**src/rtl/video_pkg.sv**
```systemverilog
`default_nettype none
// video_pkg: shared frame constants, pixel width and downscaler FSM states. Rev 1.0
package video_pkg;
  localparam int SRC_W_DEF = 320;
  localparam int SRC_H_DEF = 240;
  localparam int DST_W     = 160;
  localparam int DST_H     = 120;
  localparam int PIX_W     = 8;

  typedef enum logic [1:0] {
    ST_IDLE  = 2'd0,
    ST_READ  = 2'd1,
    ST_DRAIN = 2'd2,
    ST_FIN   = 2'd3
  } state_t;
endpackage
`default_nettype wire

```
**src/rtl/rd_pipe_tag.sv**
```systemverilog
`default_nettype none
// rd_pipe_tag: DEPTH-stage tag delay line travelling alongside source reads. Rev 1.0
module rd_pipe_tag #(
  parameter int DEPTH = 1,
  parameter int W     = 1
) (
  input  logic         clk,
  input  logic         reset,
  input  logic [W-1:0] din,
  output logic [W-1:0] dout
);
  logic [W-1:0] stage [DEPTH];

  always_ff @(posedge clk or negedge reset) begin
    if (!reset) begin
      for (int i = 0; i < DEPTH; i++) stage[i] <= '0;
    end else begin
      stage[0] <= din;
      for (int i = 1; i < DEPTH; i++) stage[i] <= stage[i-1];
    end
  end

  assign dout = stage[DEPTH-1];
endmodule
`default_nettype wire

```
**src/rtl/ram_downscale.sv**
```systemverilog
`default_nettype none
// ram_downscale: SRC_W x SRC_H -> half-resolution frame copier. Rev 1.0
// DOWNSCALE_AVG_EN selects the 2x2 rounded average; otherwise top-left decimation.
module ram_downscale
  import video_pkg::*;
#(
  parameter int SRC_W    = SRC_W_DEF,
  parameter int SRC_H    = SRC_H_DEF,
  parameter int ADDR_W   = 19,
  parameter int RD_LAT   = 1,
  parameter int DST_BASE = 0
) (
  input  logic              clk,
  input  logic              reset,
  input  logic              start,
  output logic [ADDR_W-1:0] src_rdaddr,
  input  logic [PIX_W-1:0]  src_q,
  output logic [ADDR_W-1:0] dst_wraddr,
  output logic [PIX_W-1:0]  dst_data,
  output logic              dst_wren,
  output logic              busy,
  output logic              done
);
  localparam int OW    = SRC_W / 2;
  localparam int OH    = SRC_H / 2;
  localparam int XW    = (OW > 1) ? $clog2(OW) : 1;
  localparam int YW    = (OH > 1) ? $clog2(OH) : 1;
  localparam int TAG_W = ADDR_W + 2;

  state_t            state, state_nx;
  logic [XW-1:0]     ox;
  logic [YW-1:0]     oy;
  logic [ADDR_W-1:0] rd_base, dst_nxt, rd_addr_nx;
  logic [1:0]        dcnt;
  logic              scan_end, issue, blk_last, frame_last;
  logic [TAG_W-1:0]  tag_out;
  logic              t_valid, t_last;
  logic [ADDR_W-1:0] t_addr;
  logic [PIX_W-1:0]  px;

`ifdef DOWNSCALE_AVG_EN
  logic [1:0] sub;
  assign blk_last   = (sub == 2'd3);
  assign rd_addr_nx = rd_base + (sub[1] ? ADDR_W'(SRC_W) : '0) + ADDR_W'(sub[0]);
`else
  assign blk_last   = 1'b1;
  assign rd_addr_nx = rd_base;
`endif
  assign frame_last = blk_last && (ox == XW'(OW-1)) && (oy == YW'(OH-1));

  always_comb begin
    state_nx = state;
    issue    = 1'b0;
    case (state)
      ST_IDLE:  if (start) begin
                  state_nx = ST_READ;
                  issue    = 1'b1;
                end
      ST_READ:  if (scan_end) state_nx = ST_DRAIN;
                else          issue    = 1'b1;
      ST_DRAIN: if (dcnt == 2'(RD_LAT-1)) state_nx = ST_FIN;
      ST_FIN:   state_nx = ST_IDLE;
      default:  state_nx = ST_IDLE;
    endcase
  end

  // Scan counters hold the address for the next issue; cleared whenever idle so a start begins at 0.
  always_ff @(posedge clk or negedge reset) begin
    if (!reset) begin
      state      <= ST_IDLE;
      scan_end   <= 1'b0;
      src_rdaddr <= '0;
      dcnt       <= '0;
      ox         <= '0;
      oy         <= '0;
      rd_base    <= '0;
      dst_nxt    <= ADDR_W'(DST_BASE);
`ifdef DOWNSCALE_AVG_EN
      sub        <= '0;
`endif
    end else begin
      state      <= state_nx;
      scan_end   <= issue && frame_last;
      src_rdaddr <= issue ? rd_addr_nx : '0;
      dcnt       <= (state == ST_DRAIN) ? dcnt + 2'd1 : 2'd0;
      if (issue) begin
`ifdef DOWNSCALE_AVG_EN
        sub <= sub + 2'd1;
`endif
        if (blk_last) begin
          dst_nxt <= dst_nxt + ADDR_W'(1);
          if (ox == XW'(OW-1)) begin
            ox      <= '0;
            oy      <= oy + YW'(1);
            rd_base <= rd_base + ADDR_W'(SRC_W + 2);
          end else begin
            ox      <= ox + XW'(1);
            rd_base <= rd_base + ADDR_W'(2);
          end
        end
      end else begin
        ox      <= '0;
        oy      <= '0;
        rd_base <= '0;
        dst_nxt <= ADDR_W'(DST_BASE);
`ifdef DOWNSCALE_AVG_EN
        sub     <= '0;
`endif
      end
    end
  end

  rd_pipe_tag #(.DEPTH(RD_LAT), .W(TAG_W)) u_tag (
    .clk  (clk),
    .reset(reset),
    .din  ({issue, blk_last, dst_nxt}),
    .dout (tag_out)
  );
  assign {t_valid, t_last, t_addr} = tag_out;

`ifdef DOWNSCALE_AVG_EN
  logic [9:0] acc, sum;
  assign sum = acc + {2'b00, src_q};
  assign px  = PIX_W'((sum + 10'd2) >> 2);

  always_ff @(posedge clk or negedge reset) begin
    if (!reset)       acc <= '0;
    else if (t_valid) acc <= t_last ? '0 : sum;
  end
`else
  assign px = src_q;
`endif

  always_ff @(posedge clk or negedge reset) begin
    if (!reset) begin
      dst_wren   <= 1'b0;
      dst_wraddr <= '0;
      dst_data   <= '0;
    end else begin
      dst_wren   <= t_valid && t_last;
      dst_wraddr <= (t_valid && t_last) ? t_addr : '0;
      dst_data   <= (t_valid && t_last) ? px : '0;
    end
  end

  assign busy = (state == ST_READ) || (state == ST_DRAIN);
  assign done = (state == ST_FIN);
endmodule
`default_nettype wire

```
**config.mk**
```make
export PLATFORM = sky130hd
export DESIGN_NAME = ram_downscale
export DESIGN_NICKNAME = d
export VERILOG_FILES = /design/src/rtl/video_pkg.sv /design/src/rtl/rd_pipe_tag.sv /design/src/rtl/ram_downscale.sv
export SDC_FILE = /design/constraint.sdc
export NUM_CORES = 1
export LEC_CHECK = 0
export ABC_CLOCK_PERIOD_IN_PS = 3400
export BUFFER_PORTS_ARGS = -buffer_cell sky130_fd_sc_hd__buf_2
export CAP_MARGIN = 15
export CORE_AREA = 10 10 103 105
export DETAILED_ROUTE_END_ITERATION = 16
export DIE_AREA = 0 0 113 115
export GPL_TIMING_DRIVEN = 0
export PLACE_DENSITY = 0.75
export SLEW_MARGIN = 20
export SYNTH_ARGS = -nofsm -noshare
export SYNTH_HDL_FRONTEND = slang
export SYNTH_SLANG_ARGS = --single-unit
```
**constraint.sdc**
```tcl
create_clock -name clk -period 3.4 [get_ports clk]
set_clock_uncertainty 0.15 [all_clocks]
set_input_delay 0.17 -clock clk [delete_from_list [all_inputs] [get_ports clk]]
set_output_delay 0.17 -clock clk [all_outputs]
set_load 0.005 [all_outputs]
```
==> results.cfg, run 1 <==
[run_status]
status = complete, no violations

[floorplanning]
die_area_mm2 = 0.0130
core_area_mm2 = 0.00855
initial_core_util_pct = 56.1
ios = 60
num_rows = 34
die_w_um = 113
die_h_um = 115

[yosys]
syn_area_per_cell_um2 = 12.0
ys_seq_elements = 124
synthFlopType = dfrtp_1
synth_cells = 401
syn_area_mm2 = 0.00480
synth.distinct_cells = 41
yosys_warnings = 0
synthArstFlopShare_pct = 100
synth_edf_count = 0
synth.net_count = 423
synth.yosys.seq_area_share_pct = 64.6

[cts]
clock_sinks = 124
h-tree-depth = 4
cts_tree = done
clkTransAtPathRegs_ns = 0.05
cts_buffer_depth = 2
post-cts-setup-buffer-count = 0
clock_latency_ns = 0.50
cts_root_buf = clkbuf_8
cts_buffers = 17

[worst_setup_path]
crit_end = rd_addr_nx[13]
cp_max_fo = 9
cp.required_ns = 3.63
cp.arrival_ns = 3.26
reg2reg_slack_ns = 0.37
r2r-end = rd_addr_nx[13]
reg2reg_from = ox[5]
cp_slowest_cell = nor3b_1
endpoint_kind = register
slowest_delay_ns = 0.61
path_class = register to register
critPathLaunchType = register
path_cells = nor3b_1 -> nand2_2 -> inv_1 -> ha_1 -> a31oi_1 -> a21boi_2 -> nor2b_1 -> mux2_2
crit_start = ox[5]
reg2reg_depth = 8

[placed_design]
dpl.hpwl_mm = 5.93
place_area_mm2 = 0.00526
io_buffer_count = 58
post-place-cells = 568
gp_congestion = 0.732

[global_route]
grt-ovfl-total = 0
grt.total_usage_pct = 15.2
grt_pass1_wl_mm = 16.1
grt_max_degree = 86
antenna_found_initial = 0
grt_pass1_vias = 3358

[sta]
worst_pin_slew_ns = 0.685
fmax_mhz = 330
finalHoldViolCount = 0
rsz0062_at_grt = no
fin_setup_tns_ns = 0
slew_viol_final = 0
max_slew_margin_pct = 54.3
hold-worst-slack_ns = 0.0387
fin_crit_sh_pct = 89.0
setup_viol = 0
fin_crit_ns = 3.03

[run]
cap_violations = 0

[final_layout]
area_growth_pct = 24.7
drive_gt1_share_pct = 19.8
layout.nets = 512
multi_input_area_mm2 = 0.00160
fill_cells = 603
diodes = 0
seqCellArea_mm2 = 0.00310
finish.instance_area_mm2 = 0.00599
final_cells = 609

[drt]
drtIter0Drc = 138
drt_wl_total_mm = 9.30
via_count = 3271
vias_per_cell = 5.37
firstDrtPassIters = 4
antenna_left = 0
route.detailed.drc = 0
post_drt_wl_per_cell_um = 15.3

[pwr]
p_per_area_mw_per_mm2 = 682
cellLeakagePower_uw = 0.00308
ir_drop_uv = 383

[min_path]
min_path_type = primary input to async pin
==> worst min path at each step <==
stage	from	to	slack (ns)	cells after the start
2_1_floorplan	reset	dcnt[0]	-0.28	0
3_3_place_gp	dst_nxt[18]	u_tag.dout[18]	0.23	0
3_5_place_dp	reset	dst_wraddr[9]	-0.05	1
4_1_cts	reset	dst_wraddr[10]	0.03	3
5_1_grt	reset	dst_wraddr[10]	0.04	3
6_report	reset	dst_wraddr[6]	0.04	3
==> timing repair <==
| action | CTS | global route |
|---|---|---|
| hold endpoints to repair | 133 | 0 |
| setup endpoints to repair | 0 | 1 |
| hold buffers | 11 | 0 |
| gates resized for setup | 0 | 1 |
==> sequential cells by signal (all words and copies together) (netlist names) <==
signal      count
u_tag.dout     21
dst_nxt        19
dst_wraddr     19
rd_addr_nx     18
src_rdaddr     18
dst_data        8
ox              8
oy              7
dcnt            2
state           2
dst_wren        1
scan_end        1
==> critical path, delay by kind of cell, from the launching register on <==
family                     cells  cell delay, ns
and+or+nand+nor                3            0.98
AOI/OAI and AO/OA              2            0.62
DFF                            1            0.43
adders and majority gates      1            0.28
muxes                          1            0.28
buffers and inverters          1            0.16
==> final cells by class <==
type	count	area share [%]
inverter	13	0.815
tap	108	2.26
sequential	124	51.8
clock inverter	8	2.34
timing repair buffer	70	7.42
clock buffer	22	7.73
multi-input combinational	250	26.6
buffer	14	0.961
==> where the power goes <==
| group | internal (uW) | leakage [uW] | total [uW] | switching [uW] |
|---|---|---|---|---|
| Combinational | 185 | 0.00107 | 576 | 391 |
| Sequential | 1590 | 0.00171 | 1690 | 99.6 |
| Clock | 1230 | 0.000300 | 1820 | 587 |
==> routing by layer <==
| layer | global-route usage (%) | wire length [um] |
|---|---|---|
| met1 | 18.1 | 3950 |
| met2 | 24.2 | 4590 |
| met3 | 5.83 | 678 |
| met4 | 6.26 | 74 |
| met5 | 0 | 0 |
==> cells in the final DEF, fill, tap and decap left out, drive strengths merged, types with 17 or more instances in the layout <==
cell type / Yosys / layout
nor2: 37 / 37
and3: 33 / 33
nand2: 18 / 18
and2: 21 / 21
nand3: 18 / 18
clkbuf: 10 / 32
xor2: 17 / 17
buf: 4 / 64
dfrtp: 124 / 124
==> cells in the mapped netlist (2+ instances only) <==
cell | instances | area, um^2
o31ai_1 | 3 | 22.5
ha_1 | 11 | 138
a21oi_1 | 13 | 65.1
nand2_1 | 17 | 63.8
inv_1 | 13 | 48.8
nor4_1 | 2 | 12.5
conb_1 | 2 | 7.51
nand3_1 | 18 | 90.1
nor2b_1 | 3 | 18.8
or4_1 | 5 | 37.5
dfrtp_1 | 124 | 3100
xor2_1 | 17 | 149
clkbuf_1 | 10 | 37.5
nand4_1 | 12 | 75.1
mux2_2 | 2 | 22.5
buf_1 | 2 | 7.51
and2_1 | 21 | 131
a31oi_1 | 2 | 12.5
nor2_1 | 37 | 139
and4_1 | 7 | 61.3
or3_1 | 8 | 50.1
o211ai_1 | 2 | 15.0
and3_1 | 32 | 200
o21ai_0 | 10 | 50.1
xnor2_1 | 12 | 105
==> per-stage QoR <==
stage                     util [%]  worst slack (ns)  total power (uW)
final                         70.0             0.373              4080
after global routing          70.0             0.116              4290
after CTS                     70.0             0.227              4120
after detailed placement      61.5             0.280              2280
after global placement        61.1             0.300              2240
after floorplan                  -             0.763              2020
==> cell families (layout without fill, tap and decap cells) <==
| group | after synthesis | after routing | synth area share [%] |
|---|---|---|---|
| other cells | 2 | 2 | 0.156 |
| flops | 124 | 124 | 64.6 |
| mux | 2 | 2 | 0.469 |
| simple gates | 171 | 171 | 20.0 |
| fa+ha+maj | 11 | 11 | 2.87 |
| compound gates | 35 | 35 | 4.33 |
| xor+xnor | 29 | 29 | 5.29 |
| buf+inv | 27 | 127 | 2.22 |
Power figures use the tool's default switching activity.
==> inputs of run 2 (changes only) <==
--- a/config.mk
+++ b/config.mk
@@ -8,9 +8,9 @@
 export ABC_CLOCK_PERIOD_IN_PS = 3400
 export BUFFER_PORTS_ARGS = -buffer_cell sky130_fd_sc_hd__buf_2
 export CAP_MARGIN = 15
-export CORE_AREA = 10 10 103 105
+export CORE_AREA = 10 10 117 93
 export DETAILED_ROUTE_END_ITERATION = 16
-export DIE_AREA = 0 0 113 115
+export DIE_AREA = 0 0 127 103
 export GPL_TIMING_DRIVEN = 0
 export PLACE_DENSITY = 0.75
 export SLEW_MARGIN = 20
==> results.cfg, run 2 (synthesis gave the netlist of run 1 again) <==
[drt]
via_count = 3320
route.detailed.drc = 0
antenna_left = 0
vias_per_cell = 5.42
drt_wl_total_mm = 9.88
firstDrtPassIters = 4
post_drt_wl_per_cell_um = 16.1
drtIter0Drc = 226

[pwr]
p_sw_share_pct = 26.6
internal-power_uw = 2970
pwr-share-comb_pct = 14.0
cellLeakagePower_uw = 0.00306
switching_power_uw = 1080
ir_drop_uv = 459
clkPwrFrac_pct = 44.2
p_per_area_mw_per_mm2 = 680
power_frac_seq_pct = 41.8

[worst_setup_path]
cp_max_fo = 9
critPathLaunchType = register
path_class = register to register
cp.arrival_ns = 3.10
crit_start = ox[5]
endpoint_kind = register
reg2reg_from = ox[5]
cp.required_ns = 3.54

[global_route]
grt-ovfl-total = 0
grt_pass1_vias = 3428
grt_pass1_wl_mm = 16.7
grt_max_degree = 69
antenna_found_initial = 0
grt.total_usage_pct = 16.3

[placed_design]
gp_congestion = 0.857
dpl.hpwl_mm = 6.55
io_buffer_count = 58

[floorplanning]
core_area_mm2 = 0.00871
die_area_mm2 = 0.0131
ios = 60
die_w_um = 127
die_h_um = 103
initial_core_util_pct = 55.1
num_rows = 30

[sta]
fin_crit_ns = 2.96
slew_viol_final = 0
max_slew_margin_pct = 55.4
finalHoldViolCount = 0
worst_pin_slew_ns = 0.667
fmax_mhz = 338
fin_setup_tns_ns = 0
rsz0062_at_grt = no
setup_viol = 0
fin_crit_sh_pct = 87.0

[final_layout]
fin_util_pct = 68.4
diodes = 0
largest_reg_flops = 21
area_growth_pct = 24.0
layout.nets = 510
drive_gt1_share_pct = 19.4
layout_commonest_cell = dfrtp_1
layout.cells.most_common_list = 124 x dfrtp_1, 58 x buf_2, 37 x nor2_1

[cts]
cts_tree = done
cts_buffer_depth = 2
clock_sinks = 124
cts_buffers = 17
clock_latency_ns = 0.41
h-tree-depth = 4
post-cts-setup-buffer-count = 0
cts_root_buf = clkbuf_16
clkTransAtPathRegs_ns = 0.05

[run]
cap_violations = 0

[run_status]
status = complete, no violations

[min_path]
min_path_type = primary input to register
hp-start = start
==> run 2: area by class of cell <==
class | count | area (um^2)
timing repair buffer | 68 | 414
sequential | 124 | 3100
fill | 629 | 2760
buffer | 14 | 57.6
multi-input combinational | 250 | 1600
inverter | 13 | 48.8
tap | 112 | 140
clock buffer | 24 | 482
clock inverter | 7 | 113
==> run 2: worst max-delay path, cell delays in order (launching register included) <==
cell and delay, ns:
dfrtp_1 0.43, nor3b_1 0.60, nand2_2 0.26, inv_1 0.14
ha_1 0.28, a31oi_1 0.21, a21boi_2 0.41, nor2b_1 0.10
mux2_2 0.28
==> run 2: final timing paths <==
path	to	slack (ns)	cells past startpoint
worst max-delay path	rd_addr_nx[13]	0.44	8
worst min-delay path	state[1]	0.07	5
worst max register to register	rd_addr_nx[13]	0.44	8
worst min register to register	u_tag.dout[18]	0.26	0
max in group asynchronous	rd_addr_nx[9]	2.27	3
min in group asynchronous	dst_wraddr[14]	0.15	2
==> run 2: per-stage QoR <==
step	instances	hold WS, ns	cell area [um^2]	worst slack (ns)	power (uW)
6_report	612	0.0655	5950	0.442	4050
5_1_grt	612	0.0973	5950	0.175	4250
4_1_cts	612	0.0459	5950	0.205	4090
3_5_place_dp	572	0.0132	5270	0.216	2280
3_3_place_gp	571	0.228	5230	0.298	2250
2_1_floorplan	401	-0.276	4800	0.763	2020
==> run 2: power by group through the flow <==
stage | Sequential [uW] | Clock (uW) | Combinational, uW
floorplan | 1680 | 0 | 338
CTS | 1690 | 1820 | 578
finish | 1690 | 1790 | 566
global route | 1710 | 1890 | 654
detailed placement | 1710 | 0 | 565
global placement | 1700 | 0 | 544
==> run 2: metal layers <==
metal	global-route usage (%)	up-vias	part of all wire (%)
met4	7.77	0	1.4
li1	-	1562	-
met1	20.1	1655	45
met2	24.8	90	47
met5	0	-	0
met3	6.27	13	7.2
==> run 2: what timing repair did <==
item                                   in CTS  in global routing
setup endpoints to repair                   0                  3
endpoints found under the hold margin      64                  0
hold buffers                                9                  0
gates resized for setup                     0                  1
==> inputs of run 3 (changes only) <==
--- a/config.mk
+++ b/config.mk
@@ -8,9 +8,9 @@
 export ABC_CLOCK_PERIOD_IN_PS = 3400
 export BUFFER_PORTS_ARGS = -buffer_cell sky130_fd_sc_hd__buf_2
 export CAP_MARGIN = 15
-export CORE_AREA = 10 10 117 93
+export CORE_AREA = 2 2 109 85
 export DETAILED_ROUTE_END_ITERATION = 16
-export DIE_AREA = 0 0 127 103
+export DIE_AREA = 0 0 111 87
 export GPL_TIMING_DRIVEN = 0
 export PLACE_DENSITY = 0.75
 export SLEW_MARGIN = 20
==> results.cfg, run 3 (synthesis gave the netlist of run 1 again) <==
[sta]
fmax_mhz = 329
fin_setup_tns_ns = 0
rsz0062_at_grt = no
hold-worst-slack_ns = 0.0940
max_slew_margin_pct = 63.0
finalHoldViolCount = 0
slew_viol_final = 0
worst_pin_slew_ns = 0.555
setup_viol = 0
fin_crit_sh_pct = 89.4
fin_crit_ns = 3.04
fin_ws_ns = 0.360

[min_path]
min_path_type = primary input to async pin

[placed_design]
gp_congestion = 0.821
io_buffer_count = 58
dpl.hpwl_mm = 6.01
dp_slack_ns = 0.217

[cts]
h-tree-depth = 4
cts_buffers = 17
clkTransAtPathRegs_ns = 0.05
clock_latency_ns = 0.41
cts_root_buf = clkbuf_16
clock_sinks = 124
cts_tree = done
cts_buffer_depth = 2

[worst_setup_path]
cp.required_ns = 3.53
slowest_delay_ns = 0.40
reg2reg_slack_ns = 0.36
cp_max_fo = 9
crit_end = rd_addr_nx[13]
r2r-end = rd_addr_nx[13]
critPathLaunchType = register
crit_top_cell = ha_1
cp_slowest_cell = a21boi_2
reg2reg_depth = 10
reg2reg_from = ox[0]
cp.arrival_ns = 3.17
endpoint_kind = register
path_class = register to register
path_cells = ha_1 -> and4_1 -> clkbuf_1 -> nand2_2 -> inv_1 -> ha_1 -> a31oi_1 -> a21boi_2 -> nor2b_1 -> mux2_2
crit_start = ox[0]

[drt]
post_drt_wl_per_cell_um = 15.3
firstDrtPassIters = 4
route.detailed.drc = 0
drt_wl_total_mm = 9.39
drtIter0Drc = 195
vias_per_cell = 5.39
antenna_left = 0
via_count = 3298

[run_status]
status = complete, no violations

[final_layout]
fill_cells = 610
diodes = 0
area_growth_pct = 23.8
layout.nets = 510
layout.cells.most_common_list = 124 x dfrtp_1, 58 x buf_2, 37 x nor2_1
largest_reg_flops = 21
layout_commonest_cell = dfrtp_1
drive_gt1_share_pct = 19.6

[pwr]
clkPwrFrac_pct = 43.4
cellLeakagePower_uw = 0.00305
pwr-share-comb_pct = 14.3
p_per_area_mw_per_mm2 = 671
ir_drop_uv = 501
power_frac_seq_pct = 42.3
internal-power_uw = 2920
switching_power_uw = 1080
p_sw_share_pct = 26.9

[global_route]
grt_pass1_vias = 3354
grt.total_usage_pct = 21.8
grt-ovfl-total = 0
grt_pass1_wl_mm = 16.2
grt_max_degree = 83
antenna_found_initial = 0

[floorplanning]
initial_core_util_pct = 55.4
die_h_um = 87
core_area_mm2 = 0.00867
ios = 60
die_w_um = 111
num_rows = 30
die_area_mm2 = 0.00966

[run]
cap_violations = 0
[run 3: through the flow]
stage          util [%]  cells  instance area, um^2  power [uW]
2_1_floorplan         -    401                 4800        2020
3_3_place_gp       60.3    571                 5230        2250
3_5_place_dp       60.7    572                 5270        2280
4_1_cts            68.5    612                 5940        4030
5_1_grt            68.6    612                 5940        4190
6_report           68.6    612                 5940        3990
[run 3: area by class of cell]
cell class,count,area [um^2],share of cell area [%]
Buffer,14,57.6,0.968
Multi-Input combinational cell,250,1600,26.9
Sequential cell,124,3100,52.2
Inverter,13,48.8,0.821
Tap cell,112,140,2.36
Timing Repair Buffer,68,414,6.97
Clock buffer,25,495,8.34
Clock inverter,6,85.1,1.43
[run 3: critical path: cells and delay by family, from the launching register on]
kind / cells / cell delay (ns)
AO/OA/AOI/OAI: 2 / 0.63
buffers and inverters: 2 / 0.49
flip-flops: 1 / 0.38
adder cells (fa/ha/maj): 2 / 0.49
AND/OR/NAND/NOR: 3 / 0.51
multiplexers: 1 / 0.28
[run 3: metal layers]
| metal | global-route usage, % | vias to the layer above | share of wire [%] |
|---|---|---|---|
| li1 | - | 1567 | - |
| met1 | 28.0 | 1610 | 44 |
| met2 | 34.2 | 102 | 48 |
| met3 | 7.38 | 19 | 5.9 |
| met4 | 10.2 | 0 | 2.0 |
| met5 | 0 | - | 0 |
[run 3: worst min-delay path by stage]
| stage | start | end | slack, ns |
|---|---|---|---|
| after detailed placement | reset | dst_wraddr[1] | -0.04 |
| final | reset | dst_wraddr[15] | 0.09 |
| after CTS | reset | oy[3] | 0.1 |
| after floorplan | reset | dcnt[0] | -0.28 |
| after global routing | reset | dst_wraddr[15] | 0.13 |
| after global placement | dst_nxt[18] | u_tag.dout[18] | 0.23 |
[run 3: what timing repair did]
action	CTS	global route
endpoints found under the hold margin	132	0
setup buffers	0	0
resized for setup	0	2
setup endpoints to repair	0	4
hold buffers	9	0
[run 3: power by group through the flow]
stage / clock, uW / sequential (uW) / combinational (uW)
after floorplan: 0 / 1680 / 338
after global routing: 1840 / 1710 / 653
after CTS: 1760 / 1690 / 582
after detailed placement: 0 / 1710 / 569
final: 1730 / 1690 / 572
after global placement: 0 / 1700 / 542
